--- config.mk ---
export PLATFORM = sky130hd
export DESIGN_NAME = mfp_uart_transmitter
export DESIGN_NICKNAME = d
export VERILOG_FILES = /design/src/rtl/mfp_uart_transmitter_pkg.sv /design/src/rtl/mfp_uart_tx_fifo.sv /design/src/rtl/mfp_uart_transmitter.sv
export SDC_FILE = /design/constraint.sdc
export NUM_CORES = 1
export LEC_CHECK = 0
export BUFFER_PORTS_ARGS = -buffer_cell sky130_fd_sc_hd__buf_4
export CAP_MARGIN = 0
export CORE_AREA = 2 2 93 95
export CTS_CLUSTER_SIZE = 30
export DETAILED_ROUTE_END_ITERATION = 8
export DIE_AREA = 0 0 95 97
export PLACE_DENSITY = 0.54
export SLEW_MARGIN = 20
export SYNTH_ARGS = -nofsm -noshare
export SYNTH_HDL_FRONTEND = slang
export SYNTH_SLANG_ARGS = --single-unit
--- constraint.sdc ---
create_clock -name clk -period 1.9 [get_ports clk]
set_input_delay 0.095 -clock clk [delete_from_list [all_inputs] [get_ports clk]]
set_output_delay 0.095 -clock clk [all_outputs]
set_load 0.05 [all_outputs]
--- src/rtl/mfp_uart_transmitter_pkg.sv ---
// Shared types and helpers for the 8N1 UART transmitter.
// Holds the FSM state encoding and the bit-period calculation.
package mfp_uart_transmitter_pkg;

    localparam int DATA_BITS = 8;

    typedef enum logic [1:0] {
        ST_IDLE,
        ST_START,
        ST_DATA,
        ST_STOP
    } tx_state_t;

    function automatic int calc_div(input int clock_hz, input int baud);
        return clock_hz / baud;
    endfunction

endpackage

--- src/rtl/mfp_uart_tx_fifo.sv ---
// Synchronous byte FIFO; head visible combinationally, push/pop take effect on the same edge.
// A push while full or a pop while empty is ignored.
module mfp_uart_tx_fifo #(
    parameter int DEPTH = 4,
    parameter int WIDTH = 8
) (
    input  logic             clk,
    input  logic             resetn,
    input  logic             i_push,
    input  logic [WIDTH-1:0] i_push_dat,
    input  logic             i_pop,
    output logic [WIDTH-1:0] o_pop_dat,
    output logic             o_full,
    output logic             o_empty
);

    localparam int AW = $clog2(DEPTH);

    logic [WIDTH-1:0] r_mem [DEPTH];
    logic [AW:0]      r_wptr;
    logic [AW:0]      r_rptr;
    logic             w_push;
    logic             w_pop;

    // Extra pointer MSB separates a full ring from an empty one.
    assign o_empty   = (r_wptr == r_rptr);
    assign o_full    = (r_wptr[AW] != r_rptr[AW]) && (r_wptr[AW-1:0] == r_rptr[AW-1:0]);
    assign o_pop_dat = r_mem[r_rptr[AW-1:0]];
    assign w_push    = i_push && !o_full;
    assign w_pop     = i_pop && !o_empty;

    always_ff @(posedge clk or negedge resetn) begin
        if (!resetn) begin
            r_wptr <= '0;
            r_rptr <= '0;
        end else begin
            if (w_push) begin
                r_wptr <= r_wptr + 1'b1;
            end
            if (w_pop) begin
                r_rptr <= r_rptr + 1'b1;
            end
        end
    end

    always_ff @(posedge clk) begin
        if (w_push) begin
            r_mem[r_wptr[AW-1:0]] <= i_push_dat;
        end
    end

endmodule

--- src/rtl/mfp_uart_transmitter.sv ---
// 8N1 UART transmitter: bytes enter a FIFO via valid/ready and leave LSB-first on tx.
// First start bit begins one edge after the byte lands in the FIFO; wr_ready = !full.
module mfp_uart_transmitter
    import mfp_uart_transmitter_pkg::*;
#(
    parameter int CLOCK_FREQUENCY = 50_000_000,
    parameter int BAUD_RATE       = 115200,
    parameter int FIFO_DEPTH      = 4
) (
    input  logic                 clk,
    input  logic                 resetn,
    input  logic                 wr_valid,
    input  logic [DATA_BITS-1:0] wr_data,
    output logic                 wr_ready,
    output logic                 tx,
    output logic                 busy
);

    localparam int            DIV       = calc_div(CLOCK_FREQUENCY, BAUD_RATE);
    localparam int            BW        = (DIV > 1) ? $clog2(DIV) : 1;
    localparam logic [BW-1:0] BAUD_LOAD = BW'(DIV - 1);

    tx_state_t            r_state, w_state_nxt;
    logic [BW-1:0]        r_baud,  w_baud_nxt;
    logic [2:0]           r_bit,   w_bit_nxt;
    logic [DATA_BITS-1:0] r_shift, w_shift_nxt;
    logic                 r_tx,    w_tx_nxt;

    logic                 w_push;
    logic                 w_pop;
    logic                 w_full;
    logic                 w_empty;
    logic [DATA_BITS-1:0] w_head;

    assign w_push   = wr_valid && !w_full;
    assign wr_ready = !w_full;
    assign tx       = r_tx;
    assign busy     = !w_empty || (r_state != ST_IDLE);

    mfp_uart_tx_fifo #(
        .DEPTH (FIFO_DEPTH),
        .WIDTH (DATA_BITS)
    ) u_fifo (
        .clk        (clk),
        .resetn     (resetn),
        .i_push     (w_push),
        .i_push_dat (wr_data),
        .i_pop      (w_pop),
        .o_pop_dat  (w_head),
        .o_full     (w_full),
        .o_empty    (w_empty)
    );

    // r_tx is loaded with the level of the state being entered, so the line
    // changes on the same edge as the state.
    always_comb begin
        w_state_nxt = r_state;
        w_baud_nxt  = r_baud;
        w_bit_nxt   = r_bit;
        w_shift_nxt = r_shift;
        w_tx_nxt    = r_tx;
        w_pop       = 1'b0;

        case (r_state)
            ST_IDLE: begin
                w_tx_nxt = 1'b1;
                if (!w_empty) begin
                    w_pop       = 1'b1;
                    w_shift_nxt = w_head;
                    w_bit_nxt   = '0;
                    w_baud_nxt  = BAUD_LOAD;
                    w_state_nxt = ST_START;
                    w_tx_nxt    = 1'b0;
                end
            end
            ST_START: begin
                if (r_baud == '0) begin
                    w_baud_nxt  = BAUD_LOAD;
                    w_state_nxt = ST_DATA;
                    w_tx_nxt    = r_shift[0];
                end else begin
                    w_baud_nxt  = r_baud - BW'(1);
                end
            end
            ST_DATA: begin
                if (r_baud == '0) begin
                    w_baud_nxt = BAUD_LOAD;
                    if (r_bit == 3'd7) begin
                        w_state_nxt = ST_STOP;
                        w_tx_nxt    = 1'b1;
                    end else begin
                        w_bit_nxt   = r_bit + 3'd1;
                        w_shift_nxt = {1'b0, r_shift[DATA_BITS-1:1]};
                        w_tx_nxt    = r_shift[1];
                    end
                end else begin
                    w_baud_nxt = r_baud - BW'(1);
                end
            end
            ST_STOP: begin
                if (r_baud == '0) begin
                    // Chain straight into the next start bit when data is waiting.
                    if (!w_empty) begin
                        w_pop       = 1'b1;
                        w_shift_nxt = w_head;
                        w_bit_nxt   = '0;
                        w_baud_nxt  = BAUD_LOAD;
                        w_state_nxt = ST_START;
                        w_tx_nxt    = 1'b0;
                    end else begin
                        w_state_nxt = ST_IDLE;
                        w_tx_nxt    = 1'b1;
                    end
                end else begin
                    w_baud_nxt = r_baud - BW'(1);
                end
            end
            default: begin
                w_state_nxt = ST_IDLE;
                w_tx_nxt    = 1'b1;
            end
        endcase
    end

    always_ff @(posedge clk or negedge resetn) begin
        if (!resetn) begin
            r_state <= ST_IDLE;
            r_baud  <= '0;
            r_bit   <= '0;
            r_shift <= '0;
            r_tx    <= 1'b1;
        end else begin
            r_state <= w_state_nxt;
            r_baud  <= w_baud_nxt;
            r_bit   <= w_bit_nxt;
            r_shift <= w_shift_nxt;
            r_tx    <= w_tx_nxt;
        end
    end

endmodule

==> results.json <==
{
  "clk_path_buf_depth": 2,
  "vias": 1946,
  "initial_core_util": 0.375,
  "n_antenna_cell": 0,
  "hold_viol": 0,
  "die_area_um2": 9220,
  "period_minus_slack_ns": 1.97,
  "layout_commonest_cell": "buf_4",
  "path_clk_slew_ns": 0.07,
  "finalWorstSetupSlack_ns": -0.0703,
  "critical_path_class": "reg -> reg",
  "synth_area_um2": 3050,
  "pin_count": 14,
  "synthTopCellsByArea": "edfxtp_1 (31%), dfrtp_1 (23%), mux4_2 (5.9%)",
  "synth-edff-count": 32,
  "hpwl_um": 4130,
  "first_pass_iters": 4,
  "final_antenna_net_count": 0,
  "die-height_um": 97,
  "setup-violations-final": 11,
  "peakVddDrop_uv": 925,
  "yosys_warnings": 0,
  "gr-total-overflow": 0,
  "drive_above_1_share": 0.420,
  "violations": "negative setup slack",
  "fin_util": 0.486,
  "final_cell_mix": "buf_4 (51), edfxtp_1 (32), dfrtp_1 (28)",
  "netlist_instances": 213,
  "multi_input_area_um2": 1370,
  "critical_path_required_ns": 2.13,
  "clockRootBuffer": "clkbuf_8",
  "drt_iter0_drc": 59,
  "p_clk_frac": 0.150,
  "grt_pass1_wl_um": 10400,
  "synth_ff_type": "edfxtp_1",
  "power_leakage_nw": 1.61,
  "max-cap-violations": 0,
  "port-buffer-count": 13,
  "cts_made_buffers": 9,
  "seq_area_um2": 1690,
  "crit_path_end_kind": "register",
  "max_freq_mhz": 508,
  "fin_nets": 306,
  "wl_per_cell_um": 15.4,
  "vias_per_cell": 4.98,
  "gp_congestion": 0.799,
  "seqPwrFrac": 0.283,
  "tightest_slew_ns": 0.407,
  "p_int_mw": 4.83,
  "synth_top_area_frac": 0.315,
  "rsz0062_at_grt": "yes",
  "start_kind": "register",
  "routed_wl_um": 6010,
  "syn_nets": 238,
  "ys_ff_latch": 61,
  "std_cell_rows": 33,
  "yosys.area.top_type": "edfxtp_1",
  "fin_crit_sh": 1.04,
  "antenna_found_initial": 0,
  "grt_use_total": 0.148,
  "grt_pass1_vias": 2104,
  "crit_fanout": 5,
  "p_comb_frac": 0.566,
  "avgSynthCellArea_um2": 14.3,
  "netSwitchingPower_mw": 2.80,
  "cts_htree_levels": 3,
  "core_area_um2": 8130,
  "dieWidth_um": 95,
  "switching_share": 0.367,
  "n_fill_cell": 713,
  "slew_viol_final": 0,
  "hold_class": "in -> async",
  "async_reset_ff_frac": 0.475,
  "synth_cell_types": 56,
  "powerDensity_nw_per_um2": 1930,
  "status": "finished with violations",
  "arrival_ns": 2.20,
  "syn_to_final_growth_pct": 29.6,
  "insertion_delay_ns": 0.34,
  "max_slew_margin": 0.729,
  "fin_skew_ns": 0.00688,
  "dp_slack_ns": -0.114,
  "drcViolationCount": 0,
  "ys_seq_area_frac": 0.553,
  "cts.sinks": 61,
  "grt_start_max_net_pins": 30,
  "cts_tree": "yes"
}
==> registers in the layout (all words and copies together) (netlist names) <==
signal and count:
r_state 2, r_shift 8, u_fifo.r_wptr 3, u_fifo.r_mem 32, r_bit 3, r_baud 9, tx 1, u_fifo.r_rptr 3
==> kinds of logic after synthesis <==
logic type,count (synthesis),share of synthesized area
xor+xnor,9,0.0258
mux,28,0.141
buf+inv,19,0.0353
compound gates,40,0.102
flops,61,0.553
simple gates,42,0.0861
fa+ha+maj,14,0.0574
==> cell type report <==
cell class / count / area share
repair buffers: 64 / 0.133
inverters: 11 / 0.0104
clock inverters: 7 / 0.0190
clock buffers: 9 / 0.0313
well taps: 105 / 0.0332
multi-input cells: 134 / 0.346
flip-flops and latches: 61 / 0.427
==> stage by stage <==
step	hold slack (ns)	instances	total power [mW]	instance area [um^2]	TNS [ns]
after detailed placement	0.0534	363	6.21	3570	-1.21
after global placement	0.0513	363	6.19	3570	-0.929
after floorplan	-0.201	213	5.00	3100	-1.04
after global routing	0.254	391	8.23	3950	-1.70
final	0.218	391	7.63	3950	-0.539
after CTS	0.225	389	7.52	3900	-0.754
==> layer usage <==
metal  part of all wire  global-route usage
met5                  0                   0
met4              0.011              0.0457
met3              0.037              0.0444
met2               0.48               0.225
met1               0.47               0.204
==> synthesized netlist by cell type, types with 6 or more instances <==
| cell | n |
|---|---|
| dfrtp_1 | 28 |
| mux2_2 | 11 |
| mux4_2 | 8 |
| a21oi_1 | 9 |
| edfxtp_1 | 32 |
| nor2_1 | 7 |
| ha_1 | 14 |
| xnor2_1 | 6 |
| nand3_1 | 6 |
| inv_1 | 11 |
| mux2_4 | 7 |
==> final timing paths <==
check                          start  depth (start not counted)          endpoint  slack [ns]
setup / recovery           r_baud[0]                          6        r_shift[5]       -0.07
min in group clk            wr_valid                          5  u_fifo.r_wptr[0]        0.25
max in group asynchronous     resetn                          2                tx        1.36
hold / removal                resetn                          2  u_fifo.r_wptr[2]        0.22
hold reg to reg             r_bit[0]                          1          r_bit[0]        0.48
setup reg to reg           r_baud[0]                          6        r_shift[5]       -0.07
==> power by group through the flow <==
stage | clock network [mW] | registers, mW | logic [mW]
after CTS | 1.19 | 2.16 | 4.17
after floorplan | 0 | 2.17 | 2.82
final | 1.15 | 2.16 | 4.32
after global routing | 1.25 | 2.22 | 4.76
after detailed placement | 0 | 2.18 | 4.03
after global placement | 0 | 2.18 | 4.02
==> critical path: stages (launching register included) <==
cell,delay [ns]
dfrtp_1,0.39
inv_2,0.08
ha_4,0.13
or4b_4,0.52
nor2_8,0.16
o221a_4,0.26
mux2_4,0.31
==> what timing repair did <==
action / 4_1_cts / 5_1_grt
gates resized for setup: 4 / 12
hold buffers: 9 / 0
endpoints found under the setup margin: 15 / 23
gates cloned: 1 / 0
endpoints found under the hold margin: 61 / 0
pin swaps: 0 / 5
setup buffers: 0 / 2
Power figures use the tool's default switching activity.
